===== src/rtl/alu_pkg.sv =====
// Shared opcodes, FSM state encoding and flag-vector indices for the sequential ALU.
package alu_pkg;

    localparam logic [2:0] OP_NOP  = 3'b000;
    localparam logic [2:0] OP_ADD  = 3'b001;
    localparam logic [2:0] OP_SUB  = 3'b010;
    localparam logic [2:0] OP_AND  = 3'b011;
    localparam logic [2:0] OP_OR   = 3'b100;
    localparam logic [2:0] OP_PASS = 3'b101;
    localparam logic [2:0] OP_MUL  = 3'b110;
    localparam logic [2:0] OP_XOR  = 3'b111;

    typedef enum logic [1:0] {
        ST_IDLE = 2'd0,
        ST_MUL  = 2'd1,
        ST_DONE = 2'd2
    } state_t;

    localparam int FLAG_Z    = 0;
    localparam int FLAG_N    = 1;
    localparam int FLAG_C    = 2;
    localparam int FLAG_V    = 3;
    localparam int NUM_FLAGS = 4;

endpackage


===== src/rtl/cla_slice.sv =====
// One CLA_W-bit carry-lookahead slice; AND_OUT exposes the generate terms for the AND opcode.
module cla_slice #(
    parameter int CLA_W = 4
) (
    input  logic [CLA_W-1:0] A,
    input  logic [CLA_W-1:0] B,
    input  logic             CIN,
    output logic [CLA_W-1:0] SUM,
    output logic             COUT,
    output logic [CLA_W-1:0] AND_OUT
);

    logic [CLA_W-1:0] p;
    logic [CLA_W-1:0] g;
    logic [CLA_W:0]   c;

    assign p       = A ^ B;
    assign g       = A & B;
    assign AND_OUT = g;

    // Each carry is expanded from CIN independently, so no carry depends on a sibling carry.
    always_comb begin
        logic t;
        c = '0;
        for (int i = 0; i <= CLA_W; i++) begin
            t = CIN;
            for (int j = 0; j < i; j++)
                t = g[j] | (p[j] & t);
            c[i] = t;
        end
    end

    assign SUM  = p ^ c[CLA_W-1:0];
    assign COUT = c[CLA_W];

endmodule


===== src/rtl/alu_seq.sv =====
// Registered signed ALU with valid/ready ports; the shift-add multiplier is built only
// when ALU_SEQ_MUL_EN is defined, otherwise opcode 110 is PASS A flagged as illegal.
module alu_seq
    import alu_pkg::*;
#(
    parameter int WIDTH = 12,
    parameter int CLA_W = 4
) (
    input  logic             CLK,
    input  logic             RESETN,
    input  logic [WIDTH-1:0] A,
    input  logic [WIDTH-1:0] B,
    input  logic [2:0]       CTRL,
    input  logic             IN_VALID,
    output logic             IN_READY,
    output logic [WIDTH-1:0] RESULT,
    output logic             ZEROFLAG,
    output logic             NEGATIVEFLAG,
    output logic             CARRYFLAG,
    output logic             OVERFLOWFLAG,
    output logic             OUT_VALID,
    input  logic             OUT_READY
);

    localparam int NSL = WIDTH / CLA_W;
    localparam int MSB = WIDTH - 1;

    state_t               state, state_nxt;
    logic                 accept, out_fire, mul_start;
    logic [WIDTH-1:0]     result_q;
    logic [NUM_FLAGS-1:0] flags_q;
    logic                 out_valid_q;

    assign accept   = IN_VALID && IN_READY;
    assign out_fire = OUT_VALID && OUT_READY;

    // Single-cycle datapath
    logic             is_sub;
    logic [WIDTH-1:0] bop, sum, and_v, res_c;
    logic [NSL:0]     carry;
    logic             c_c, v_c;

    assign is_sub   = (CTRL == OP_SUB);
    assign bop      = is_sub ? ~B : B;
    assign carry[0] = is_sub;

    genvar gi;
    generate
        for (gi = 0; gi < NSL; gi++) begin : g_cla
            cla_slice #(.CLA_W(CLA_W)) u_slice (
                .A       (A[gi*CLA_W +: CLA_W]),
                .B       (bop[gi*CLA_W +: CLA_W]),
                .CIN     (carry[gi]),
                .SUM     (sum[gi*CLA_W +: CLA_W]),
                .COUT    (carry[gi+1]),
                .AND_OUT (and_v[gi*CLA_W +: CLA_W])
            );
        end
    endgenerate

    always_comb begin
        res_c = A;
        c_c   = 1'b0;
        v_c   = 1'b0;
        case (CTRL)
            OP_ADD, OP_SUB: begin
                res_c = sum;
                c_c   = carry[NSL];
                v_c   = (A[MSB] == bop[MSB]) && (sum[MSB] != A[MSB]);
            end
            OP_AND: res_c = and_v;
            OP_OR:  res_c = A | B;
            OP_XOR: res_c = A ^ B;
`ifndef ALU_SEQ_MUL_EN
            OP_MUL: v_c = 1'b1;
`endif
            default: res_c = A;
        endcase
    end

`ifdef ALU_SEQ_MUL_EN
    localparam int CW = $clog2(WIDTH);
    localparam logic [CW-1:0] CNT_LAST = CW'(WIDTH - 1);

    typedef struct packed {
        logic [2*WIDTH-1:0] mcand;
        logic [WIDTH-1:0]   mplier;
        logic               neg;
    } mul_ctx_t;

    mul_ctx_t           ctx;
    logic [CW-1:0]      cnt;
    logic [2*WIDTH-1:0] acc, prod;
    logic [WIDTH:0]     prod_hi;
    logic [WIDTH-1:0]   a_abs, b_abs;
    logic               mul_ovf;

    assign mul_start = accept && (CTRL == OP_MUL);
    // The most negative operand negates to itself, which reads as 2^(WIDTH-1) unsigned.
    assign a_abs     = A[MSB] ? (~A + 1'b1) : A;
    assign b_abs     = B[MSB] ? (~B + 1'b1) : B;
    assign prod      = ctx.neg ? (~acc + 1'b1) : acc;
    assign prod_hi   = prod[2*WIDTH-1:WIDTH-1];
    assign mul_ovf   = !((&prod_hi) || !(|prod_hi));

    always_ff @(posedge CLK) begin
        if (!RESETN) begin
            ctx <= '0;
            cnt <= '0;
            acc <= '0;
        end else if (state == ST_IDLE) begin
            if (mul_start) begin
                ctx.mcand  <= {{WIDTH{1'b0}}, a_abs};
                ctx.mplier <= b_abs;
                ctx.neg    <= A[MSB] ^ B[MSB];
                cnt        <= '0;
                acc        <= '0;
            end
        end else if (state == ST_MUL) begin
            if (ctx.mplier[0])
                acc <= acc + ctx.mcand;
            ctx.mcand  <= ctx.mcand << 1;
            ctx.mplier <= ctx.mplier >> 1;
            cnt        <= (cnt == CNT_LAST) ? '0 : cnt + 1'b1;
        end
    end
`else
    assign mul_start = 1'b0;
`endif

    // FSM: state register
    always_ff @(posedge CLK) begin
        if (!RESETN)
            state <= ST_IDLE;
        else
            state <= state_nxt;
    end

    // FSM: next state
    always_comb begin
        state_nxt = ST_IDLE;
`ifdef ALU_SEQ_MUL_EN
        case (state)
            ST_IDLE: if (mul_start) state_nxt = ST_MUL;
            ST_MUL:  state_nxt = (cnt == CNT_LAST) ? ST_DONE : ST_MUL;
            default: state_nxt = ST_IDLE;
        endcase
`endif
    end

    // FSM: outputs (RESETN gate keeps IN_READY low during the reset cycle itself)
    always_comb begin
        IN_READY = RESETN && (state == ST_IDLE) && (!out_valid_q || OUT_READY);
    end

    always_ff @(posedge CLK) begin
        if (!RESETN) begin
            result_q    <= '0;
            flags_q     <= '0;
            out_valid_q <= 1'b0;
        end else begin
            if (out_fire)
                out_valid_q <= 1'b0;
            if (accept && !mul_start) begin
                result_q        <= res_c;
                flags_q[FLAG_Z] <= ~|res_c;
                flags_q[FLAG_N] <= res_c[MSB];
                flags_q[FLAG_C] <= c_c;
                flags_q[FLAG_V] <= v_c;
                out_valid_q     <= 1'b1;
            end
`ifdef ALU_SEQ_MUL_EN
            if (state == ST_DONE) begin
                result_q        <= prod[WIDTH-1:0];
                flags_q[FLAG_Z] <= ~|prod[WIDTH-1:0];
                flags_q[FLAG_N] <= prod[MSB];
                flags_q[FLAG_C] <= 1'b0;
                flags_q[FLAG_V] <= mul_ovf;
                out_valid_q     <= 1'b1;
            end
`endif
        end
    end

    assign RESULT       = result_q;
    assign ZEROFLAG     = flags_q[FLAG_Z];
    assign NEGATIVEFLAG = flags_q[FLAG_N];
    assign CARRYFLAG    = flags_q[FLAG_C];
    assign OVERFLOWFLAG = flags_q[FLAG_V];
    assign OUT_VALID    = out_valid_q;

endmodule


===== config.mk =====
export PLATFORM = sky130hd
export DESIGN_NAME = alu_seq
export DESIGN_NICKNAME = d
export VERILOG_FILES = /design/src/rtl/alu_pkg.sv /design/src/rtl/cla_slice.sv /design/src/rtl/alu_seq.sv
export SDC_FILE = /design/constraint.sdc
export NUM_CORES = 1
export LEC_CHECK = 0
export CAP_MARGIN = 30
export CORE_ASPECT_RATIO = 1.4
export CORE_MARGIN = 2
export CORE_UTILIZATION = 60
export DETAILED_ROUTE_END_ITERATION = 10
export DONT_BUFFER_PORTS = 1
export PLACE_DENSITY_LB_ADDON = 0.08
export SLEW_MARGIN = 20
export SYNTH_ARGS = -nofsm -noshare
export SYNTH_HDL_FRONTEND = slang
export SYNTH_SLANG_ARGS = --single-unit
export TNS_END_PERCENT = 1

===== constraint.sdc =====
create_clock -name CLK -period 6.9 [get_ports CLK]
set_input_delay 0 -clock CLK [delete_from_list [all_inputs] [get_ports CLK]]
set_output_delay 0 -clock CLK [all_outputs]
set_load 0.01 [all_outputs]

# Yosys cells after proc, flatten, opt, wreduce, memory -nomap -nowiden
# Index checks and enable logic that the tools add are counted.
# totals
ram_bits	0
out_inout_bits	18
regBits	17
latch_bits	0
memories	0
in_bits	31
rom_bits	0
# classes
bitwise	36
order_cmp	0
shift	0
multipliers	0
n_reduce_logical	10
n_div	0
mux	6
eq_ne	8
addsub	0
# ops
operator	n
$pmux 12 s4	1
$xor 4x4->4	6
$and 1x1->1	12
$and 4x4->4	3
$mux 12	1
$not 12->12	1
$or 1x1->1	12
$or 12x12->12	1
$reduce_or 12->1	1
$xor 12x12->12	1
$eq 3x3->1 const B	3
$eq 3x2->1 const B	2
$logic_and 1x1->1	4
$eq 3x1->1 const B	1
$mux 1	3
$logic_not 1->1	2
$pmux 1 s2	1
$reduce_bool 2->1	1
$reduce_or 2->1	1
$eq 1x1->1	1
$logic_or 1x1->1	1
$ne 1x1->1	1

# Longest topological paths before layout
# Gate-level depths: netlist (run 1).
# depth
depth_word	29
ltp_mapped	22
ltp_nobuf	20

# Cells and area by module
# A second synthesis (run 1) with hierarchy kept.
# unflattened
hier_cells	273
area_unflattened_um2	2129.5
# modules_own_cells
mod	area_each_um2	cells_per_inst	n_inst	seq_area_each_um2
alu_seq	1626.6	219	1	320.3
cla_slice	167.7	18	3	0.0

# Worst setup path after synthesis (run 1)
# No wires, ideal clock.
# synth_timing
path_type	input-to-reg
start	input CTRL[2]
end	register flags_q[0]
setup_time_ns	0.069
required_ns	6.831
arrival_ns	6.158
path_stages	22
slack_ns	0.674
path_cell_list	buf_2 > buf_1 > nor2_1 > buf_2 > nand2_1 > o21ai_0 > fa_1 > fa_1 > fa_1 > fa_1 > fa_1 > fa_1 > fa_1 > fa_1 > fa_1 > fa_1 > fa_1 > o22ai_1 > o211ai_1 > a21oi_2 > nand4_1 > o21ai_1
# synth_between
elab_chain_len	29
# synth_lines
item	line_no	rtl
from (decl)	alu_seq.sv:13	input logic [2:0] CTRL,
$eq 3x2->1	alu_seq.sv:43, alu_seq.sv:65	
$mux 12	alu_seq.sv:44	assign bop = is_sub ? ~B : B;
$xor 4x4->4	cla_slice.sv:17	assign p = A ^ B;
$and 1x1->1	cla_slice.sv:28	t = g[j] | (p[j] & t);
$or 1x1->1	cla_slice.sv:28	
$and 1x1->1	cla_slice.sv:28	
$or 1x1->1	cla_slice.sv:28	
$and 1x1->1	cla_slice.sv:28	
[... 13 more ...]	--	
$and 1x1->1	cla_slice.sv:28	
$or 1x1->1	cla_slice.sv:28	
$and 1x1->1	cla_slice.sv:28	
$or 1x1->1	cla_slice.sv:28	
$xor 4x4->4	cla_slice.sv:33	assign SUM = p ^ c[CLA_W-1:0];
$pmux 12 s4 *	alu_seq.sv:65	case (CTRL)
$reduce_or 12->1 *	alu_seq.sv:166	flags_q[FLAG_Z] <= ~|res_c;
$logic_not 1->1 *	alu_seq.sv:166	
to (signal, indexed assignment)	alu_seq.sv:166	
to (signal, indexed assignment)	alu_seq.sv:167	flags_q[FLAG_N] <= res_c[MSB];
to (signal, indexed assignment)	alu_seq.sv:169	flags_q[FLAG_V] <= v_c;
to (decl)	alu_seq.sv:31	logic [NUM_FLAGS-1:0] flags_q;
# Mark *: on every way between the ends. The rest lies on a longest branch, timed or not.
# A chain may end at the register's enable or synchronous reset.

# Worst setup path in the final report (run 1)
# layout_timing
start	input CTRL[0]
end	register flags_q[1]
# layout_between
elab_chain_len	27
# layout_lines
item	line_no
$eq 3x2->1	alu_seq.sv:43, alu_seq.sv:65
$mux 12	alu_seq.sv:44
$xor 4x4->4	cla_slice.sv:17
$and 1x1->1	cla_slice.sv:28
$or 1x1->1	cla_slice.sv:28
$and 1x1->1	cla_slice.sv:28
$or 1x1->1	cla_slice.sv:28
$and 1x1->1	cla_slice.sv:28
[... 11 more ...]	--
$and 1x1->1	cla_slice.sv:28
$or 1x1->1	cla_slice.sv:28
$and 1x1->1	cla_slice.sv:28
$or 1x1->1	cla_slice.sv:28
$and 1x1->1	cla_slice.sv:28
$or 1x1->1	cla_slice.sv:28
$xor 4x4->4	cla_slice.sv:33
$pmux 12 s4 *	alu_seq.sv:65
# Marks and branches as above.

==> key figures, run 1 <==
Outcome
  – Outcome: finished, final reports clean

Pwr
  – Lkg Pwr: 0.932 nW
  – Seq pwr share: 0.354
  – P_int: 0.203 mW
  – Clock power share: 0.223
  – Switching share of power: 0.352
  – Combinational share of power: 0.424
  – P_sw: 0.110 mW
  – P per Cell Area: 145 mW/mm^2
  – Peak supply drop: 0.132 mV

Drt
  – Via Count: 1,786
  – 1st-iter DRT viols: 36
  – Total Wirelength: 4920 um
  – Met2 Wirelength: 2610 um
  – DRT Pass-1 Iters: 4
  – WL/cell: 17.6 um
  – Routed metal-1 wirelength: 1910 um
  – Post-DRT Antenna Nets: 0
  – Drt via density: 6.38
  – Routed wl met3: 292 um
  – Max Used Layer: met4
  – # DRC: 0

Worst setup path
  – Nature of the critical path startpoint: input pin
  – FF-to-FF path depth: 6
  – Setup CP Type: input pin to flip-flop
  – Critical Path Most Common Cell: fa_1
  – Critical Path Stages: 19
  – Crit-path max FO: 19
  – Slowest CP cell: dlygate4sd3_1
  – Worst-path cell chain: nand2b_1, nor2_1, xnor2_1, fa_1, fa_1, fa_1, fa_1, fa_1, fa_1, fa_1, fa_1, fa_1, fa_1, fa_1, o22ai_1, o21ai_0, o21ai_0, o21ai_0, dlygate4sd3_1
  – Worst path bufs/invs: 1
  – Critical Path Max Stage Delay: 0.56 ns
  – Reg2Reg Setup Slack: 5.24 ns
  – Setup crit end kind: flip-flop
  – Critical Path RT: 7.10 ns
  – Delay-heaviest family, CP: adder cells
  – Critical Path AT: 6.75 ns

Final layout
  – Nets@finish: 307
  – Antenna diodes: 0
  – Area grow syn2layout: 4.50%
  – Layout cell share with drive strength beyond 1: 0.0750

Floorplan
  – # rows: 25
  – # IOs: 49
  – Initial cell density of the core: 0.620
  – Die Area: 0.00392 sq mm
  – Core Area: 0.00332 sq mm
  – Die W: 53.5 um
  – Die Span Y: 73.3 um

Clock tree
  – Worst-path clk slew: 0.06 ns
  – Worst-Skew Late Latency: 0.25 ns
  – CTS HTree Levels: 1
  – CTS resizes: 0
  – TritonCTS buffer count: 3
  – Root Driver: clkbuf_8
  – CTS Buffer Depth: 2
  – TritonCTS clock tree: yes
  – CTS sink cnt: 16

Synthesis
  – Synthesized area per cell: 8.50 sq um
  – Seq/Total Area, Yosys: 0.156
  – Synth warnings: 0
  – Share of flip-flops with an asynchronous set or reset: 0
  – Synthesized flop and latch total: 16
  – Synth Cell Area: 0.00206 sq mm
  – Synth top area cells: dfxtp_1 16%, ha_1 14%, fa_1 11%, xnor2_1 5.5%, inv_1 5.5%
  – Top cell type's share of synthesized area: 0.156
  – Ys flop type: dfxtp_1
  – Net Count, Synth: 307
  – Gate Count Post-Synth: 242
  – Post-synth EDFFs: 0
  – Netlist cell types: 53
  – Synth area leader: dfxtp_1

Timing
  – Hold WS: 0.00300 ns
  – Final TNS setup: 0 ns
  – Max-slew violations: 0
  – # setup viols final: 0
  – Max Freq: 153 MHz
  – Fin Clk Skew: 0.000338 ns
  – RSZ-0062 raised after global routing: false
  – Fin crit period: 6.55 ns
  – Final period utilization: 0.950
  – Hold Vio Cnt, Final: 0
  – Slew headroom: 0.432
  – Worst-Margin Slew: 0.846 ns

Global routing
  – Grt total ovfl: 0
  – Vias in the first global route: 1,730
  – Total GRT Usage: 0.268
  – Pin count of the biggest net entering global routing: 32
  – First-pass GRT wire length: 7730 um
  – Initial antenna violation count: 0

Run
  – Maxcap violations: 0

Placed design
  – GPL Wtd Cong: 0.874
  – Detailed Place HPWL: 3770 um
  – # port buffers: 0

Hold path
  – Worst hold path type: input pin to flip-flop
  – Hold depth: 2
==> synthesized netlist by cell type, drive strengths merged (3+ instances only) <==
cell type,count
buf,10
o21ai,15
o22ai,4
a21oi,12
nand2,9
mux2,6
o32ai,3
mux2i,7
a211oi,3
xnor2,13
fa,11
nand3,13
nand2b,3
nor3,3
dfxtp,16
o2bb2ai,3
o221ai,4
inv,30
and2,4
nor2,11
nor2b,5
ha,23
clkbuf,5
==> flip-flops by register name (all words and copies together), names as in the netlist <==
| name | cells |
|---|---|
| OUT_VALID | 1 |
| RESULT | 11 |
| flags_q | 4 |
==> final cells by class <==
cell class | count | area [sq um]
Fill cell | 315 | 1170
Inverter | 30 | 113
Clock buffer | 3 | 41.3
Sequential cell | 16 | 320
Multi-Input combinational cell | 181 | 1530
Tap cell | 40 | 50.0
Timing Repair Buffer | 10 | 95.1
==> path summary, 6_finish.rpt <==
check	startpoint	end
max	CTRL[0]	flags_q[1]
min	RESETN	RESULT[3]
max reg2reg	OUT_VALID	flags_q[1]
min reg2reg	RESULT[6]	RESULT[6]
==> kinds of logic (layout without fill, tap and decap cells) <==
group,count (synthesis),count (layout),share of synthesized area
adders and majority gates,34,34,0.247
buffers and inverters,45,43,0.100
muxes,15,15,0.0925
and+or+nand+nor,57,57,0.141
AOI/OAI and AO/OA,62,62,0.208
xor gates and xnor gates,13,13,0.0554
DFF,16,16,0.156
==> per-layer routing <==
layer,vias up,track usage
met5,-,0
met4,0,0.111
met3,9,0.0407
met2,60,0.483
met1,858,0.304
li1,859,-
==> timing repair <==
action	CTS	global route
buffers inserted	0	0
endpoints found under the hold margin	14	0
hold buffers	8	0
==> cells in the final DEF, fill, tap and decap left out, types with 2 or more instances in the layout <==
cell type       n
nor2_1         11
nand2b_1        3
a211oi_1        3
mux2i_1         7
and2_1          4
nor4_1          2
nor3_1          3
fa_1           11
o221a_2         2
inv_1          30
o22ai_1         4
nand3_1        13
o21ai_0        14
ha_1           23
a21oi_1        11
o32ai_1         3
o221ai_1        4
nand4_1         2
mux2_2          5
nand2_1         8
clkbuf_8        3
o22a_1          2
dfxtp_1        16
dlygate4sd3_1   8
nor2b_1         5
o2bb2ai_1       3
a31oi_1         2
xnor2_1        13
buf_4           2
o211ai_1        2
==> per-stage QoR <==
| stage | utilization | total power [mW] | instances | setup slack (ns) | instance area [sq um] |
|---|---|---|---|---|---|
| 3_3_place_gp | 0.612 | 0.233 | 269 | 0.851 | 2030 |
| 6_report | 0.648 | 0.313 | 280 | 0.348 | 2150 |
| 2_1_floorplan | - | 0.220 | 242 | 0.674 | 2060 |
| 5_1_grt | 0.648 | 0.332 | 280 | 0.152 | 2150 |
| 3_5_place_dp | 0.612 | 0.238 | 269 | 0.614 | 2030 |
| 4_1_cts | 0.648 | 0.311 | 280 | 0.447 | 2150 |
==> power groups by stage <==
stage                     clock, mW  sequential, mW  combinational [mW]
after floorplan                   0           0.111               0.108
after global placement            0           0.113               0.120
after detailed placement          0           0.113               0.125
after CTS                    0.0689           0.111               0.131
after global routing         0.0730           0.112               0.147
final                        0.0696           0.111               0.132
No activity file was read; power rests on OpenSTA's default activity.
==> inputs of run 2 (changes only) <==
- PLACE_DENSITY: not set -> 0.84
- PLACE_DENSITY_LB_ADDON: 0.08 -> not set
==> key figures, run 2 (synthesis gave the netlist of run 1 again) <==
Clock tree
  – TritonCTS clock tree: yes
  – TritonCTS buffer count: 3
  – Worst-path clk slew: 0.06 ns
  – Worst-Skew Late Latency: 0.24 ns
  – CTS resizes: 0
  – CTS Buffer Depth: 2
  – CTS HTree Levels: 1
  – Root Driver: clkbuf_8
  – CTS sink cnt: 16

Placed design
  – GPL Wtd Cong: 0.876
  – Placed inst area: 0.00202 sq mm
  – Pre-CTS setup slack: 0.558 ns
  – # port buffers: 0
  – Detailed Place HPWL: 3650 um

Global routing
  – Pin count of the biggest net entering global routing: 32
  – Grt total ovfl: 0
  – Vias in the first global route: 1,750
  – GRT met1 Usage: 0.301
  – Top Usage Layer GRT: met2
  – First-pass GRT wire length: 7670 um
  – GRT met3 Usage: 0.0447
  – Initial antenna violation count: 0
  – Met2 Use GR: 0.453
  – Total GRT Usage: 0.260

Final layout
  – Post-route cell area: 0.00212 sq mm
  – Leading cell type in the layout, fill and taps excluded: inv_1
  – Antenna diodes: 0
  – Most frequent cells in the layout: 30 x inv_1, 23 x ha_1, 16 x dfxtp_1, 14 x o21ai_0
  – Post-layout util: 0.640
  – Largest register FFs: 11
  – Nets@finish: 304
  – Area grow syn2layout: 3.16%
  – Layout cell share with drive strength beyond 1: 0.0717

Floorplan
  – # rows: 25
  – # IOs: 49
  – Die Span Y: 73.3 um
  – Die W: 53.5 um
  – Die Area: 0.00392 sq mm
  – Core Area: 0.00332 sq mm
  – Initial cell density of the core: 0.620

Worst setup path
  – Critical Path AT: 6.31 ns
  – Critical Path RT: 7.08 ns
  – Setup crit end kind: flip-flop
  – Critical Path Most Common Cell: fa_1
  – Nature of the critical path startpoint: input pin
  – Setup CP Type: input pin to flip-flop
  – Critical Path Max Stage Delay: 0.48 ns
  – Slowest CP cell: fa_1
  – Worst-path cell chain: nand2b_1, nor2_1, xnor2_1, fa_1, fa_1, fa_1, fa_1, fa_1, fa_1, fa_1, fa_1, fa_1, fa_1, fa_1, o22ai_1, o21ai_0, a21oi_1, nand4_1, o21ai_1
  – Crit-path max FO: 19

Drt
  – Post-DRT Antenna Nets: 0
  – WL/cell: 17.1 um
  – Via Count: 1,735
  – Drt via density: 6.26
  – DRT Pass-1 Iters: 4
  – # DRC: 0
  – 1st-iter DRT viols: 61
  – Total Wirelength: 4730 um

Pwr
  – P per Cell Area: 144 mW/mm^2
  – Peak supply drop: 0.127 mV
  – Lkg Pwr: 0.918 nW

Timing
  – Hold Vio Cnt, Final: 0
  – Final TNS setup: 0 ns
  – Final worst slack: 0.766 ns
  – Worst-Margin Slew: 0.938 ns
  – Fin crit period: 6.13 ns
  – # setup viols final: 0
  – Max Freq: 163 MHz
  – Fin Clk Skew: 0.000615 ns
  – Slew headroom: 0.370
  – Final period utilization: 0.889
  – Max-slew violations: 0
  – RSZ-0062 raised after global routing: false

Hold path
  – Worst hold path type: input pin to flip-flop

Run
  – Maxcap violations: 0

Outcome
  – Outcome: finished, final reports clean
## run 2: cell types whose count changed in the layout (fill, tap and decap cells not counted), sizes merged
cell | before | now
dlygate4sd3 | 8 | 6
buf | 2 | 1
## run 2: critical path: cells and delay by family
family / cells / cell delay [ns]
xor+xnor: 1 / 0.20
compound gates: 4 / 0.64
fa+ha+maj: 11 / 4.73
simple gates: 3 / 0.73
## run 2: through the flow
stage | power (mW) | std cells | hold WS, ns
global placement | 0.232 | 268 | 0.144
floorplan | 0.220 | 242 | 0.139
finish | 0.306 | 277 | 0.00625
global route | 0.329 | 277 | 0.0209
CTS | 0.306 | 277 | 0.00475
detailed placement | 0.236 | 268 | 0.147
## run 2: layout make-up
type                       instances  area (sq um)
multi-input combinational        181          1530
clock buffer                       3          41.3
inverter                          30           113
sequential                        16           320
tap                               40          50.0
timing repair buffer               7          67.6
fill                             304          1190
## run 2: power breakdown
| part | internal [mW] | total, mW | leakage (nW) | switching [mW] |
|---|---|---|---|---|
| registers | 0.101 | 0.111 | 0.132 | 0.00946 |
| clock network | 0.0386 | 0.0671 | 0.0216 | 0.0285 |
| logic | 0.0604 | 0.129 | 0.764 | 0.0681 |
## run 2: final timing paths
| check | from | endpoint | slack [ns] | cells after the start |
|---|---|---|---|---|
| max | CTRL[0] | flags_q[0] | 0.77 | 19 |
| min | CTRL[2] | RESULT[7] | 0.006 | 2 |
| max reg2reg | OUT_VALID | flags_q[0] | 4.81 | 6 |
| min reg2reg | flags_q[0] | flags_q[0] | 0.51 | 2 |
## run 2: what timing repair did
item,in CTS,in global routing
buffers inserted,0,0
hold buffers,6,0
hold endpoints to repair,14,0
## run 2: layer usage
layer | share of wire | vias up
met1 | 0.38 | 801
met3 | 0.086 | 12
met5 | 0 | -
li1 | - | 842
met4 | 0.022 | 0
met2 | 0.51 | 80
==> inputs of run 3 (changes only) <==
- CORE_MARGIN: 2 -> not set
- CTS_BUF_LIST: not set -> sky130_fd_sc_hd__clkbuf_8
- REMOVE_ABC_BUFFERS: not set -> 1
==> key figures, run 3 (synthesis gave the netlist of run 1 again) <==
Timing
  – # setup viols final: 0
  – Max-slew violations: 0
  – Max Freq: 167 MHz
  – Fin Clk Skew: 0.00401 ns
  – Hold Vio Cnt, Final: 0
  – Final TNS setup: 0 ns
  – Final period utilization: 0.869
  – Slew headroom: 0.406
  – Worst-Margin Slew: 0.885 ns
  – Fin crit period: 5.99 ns
  – RSZ-0062 raised after global routing: false

Drt
  – Drt via density: 6.56
  – Routed wl met3: 359 um
  – Post-DRT Antenna Nets: 0
  – # DRC: 0
  – Met2 Wirelength: 2730 um
  – DRT Pass-1 Iters: 4
  – Total Wirelength: 5160 um
  – Via Count: 1,836
  – WL/cell: 18.4 um
  – Max Used Layer: met4
  – 1st-iter DRT viols: 93
  – Routed metal-1 wirelength: 1930 um

Outcome
  – Outcome: finished, final reports clean

Floorplan
  – Die Area: 0.00367 sq mm
  – Initial cell density of the core: 0.646
  – # IOs: 49
  – Die W: 51.5 um
  – # rows: 24
  – Die Span Y: 71.3 um
  – Core Area: 0.00318 sq mm

Final layout
  – Most frequent cells in the layout: 30 x inv_1, 23 x ha_1, 16 x dfxtp_1, 14 x o21ai_0
  – Antenna diodes: 0
  – Nets@finish: 307
  – Area grow syn2layout: 4.99%
  – Fillers: 286
  – Layout cell share with drive strength beyond 1: 0.0830
  – Leading cell type in the layout, fill and taps excluded: inv_1
  – Largest register FFs: 11
  – Post-layout util: 0.678

Global routing
  – First-pass GRT wire length: 8600 um
  – Total GRT Usage: 0.310
  – Pin count of the biggest net entering global routing: 32
  – Initial antenna violation count: 0
  – Vias in the first global route: 1,886
  – Grt total ovfl: 0

Clock tree
  – TritonCTS buffer count: 3
  – CTS resizes: 0
  – CTS sink cnt: 16
  – Worst-Skew Late Latency: 0.25 ns
  – Worst-path clk slew: 0.06 ns
  – CTS HTree Levels: 1
  – Root Driver: clkbuf_8
  – TritonCTS clock tree: yes
  – Hold buffers post-CTS: 7
  – CTS Buffer Depth: 2
  – Setup bufs post-CTS: 0

Worst setup path
  – Critical Path RT: 7.08 ns
  – Setup crit end kind: flip-flop
  – Critical Path Max Stage Delay: 0.49 ns
  – Worst path bufs/invs: 1
  – Critical Path Most Common Cell: fa_1
  – Slowest CP cell: fa_1
  – Crit-path max FO: 19
  – Setup CP Type: input pin to flip-flop
  – Worst-path cell chain: nand2b_1, nor2_1, buf_4, xnor2_1, fa_1, fa_1, fa_1, fa_1, fa_1, fa_1, fa_1, fa_1, fa_1, fa_1, fa_1, o22ai_1, o21ai_0, a21oi_1, nand4_1, o21ai_1
  – Critical Path AT: 6.18 ns
  – Nature of the critical path startpoint: input pin
  – Delay-heaviest family, CP: adder cells

Placed design
  – GPL Wtd Cong: 0.973
  – Detailed Place HPWL: 3790 um
  – # port buffers: 0

Run
  – Maxcap violations: 0

Pwr
  – P per Cell Area: 152 mW/mm^2
  – Peak supply drop: 0.121 mV
  – Lkg Pwr: 0.941 nW

Hold path
  – Worst hold path type: input pin to flip-flop
run 3: per-layer routing:
layer	vias up	global-route usage
li1	854	-
met1	877	0.359
met2	90	0.569
met3	15	0.0318
met4	0	0.114
met5	-	0
run 3: area by class of cell:
class / instances / area (sq um) / share of cell area
multi-input cells: 181 / 1530 / 0.709
flip-flops and latches: 16 / 320 / 0.148
inverters: 30 / 113 / 0.0521
repair buffers: 10 / 92.6 / 0.0429
clock buffers: 4 / 55.1 / 0.0255
well taps: 39 / 48.8 / 0.0226
run 3: worst paths after layout:
kind | from | endpoint | slack (ns) | cells after the start
worst max-delay path | CTRL[0] | flags_q[0] | 0.91 | 20
worst min-delay path | A[6] | RESULT[6] | 0.0008 | 2
worst max register to register | OUT_VALID | flags_q[0] | 5.11 | 7
worst min register to register | flags_q[0] | flags_q[0] | 0.52 | 2
run 3: metrics by stage:
stage          power, mW  worst slack (ns)  instances  hold slack (ns)  cell area, sq um
6_report           0.328             0.907        280         0.000813              2160
5_1_grt            0.351             0.624        280          0.00636              2160
4_1_cts            0.327             0.978        280         0.000484              2160
3_5_place_dp       0.239             0.735        269            0.148              2030
3_3_place_gp       0.234             0.938        269            0.144              2030
2_1_floorplan      0.209             0.554        227            0.139              1960
run 3: worst reg2reg max path, cell delays in order (launching register included):
cell      delay, ns
dfxtp_1        0.34
nand2b_1       0.14
nand3_1        0.10
buf_4          0.23
nor4_1         0.45
and3_1         0.24
nand4_1        0.10
o21ai_1        0.13
run 3: where the power goes:
group	leakage, nW	internal (mW)	switching (mW)
Clock	0.0288	0.0506	0.0320
Sequential	0.132	0.101	0.00984
Combinational	0.780	0.0629	0.0718
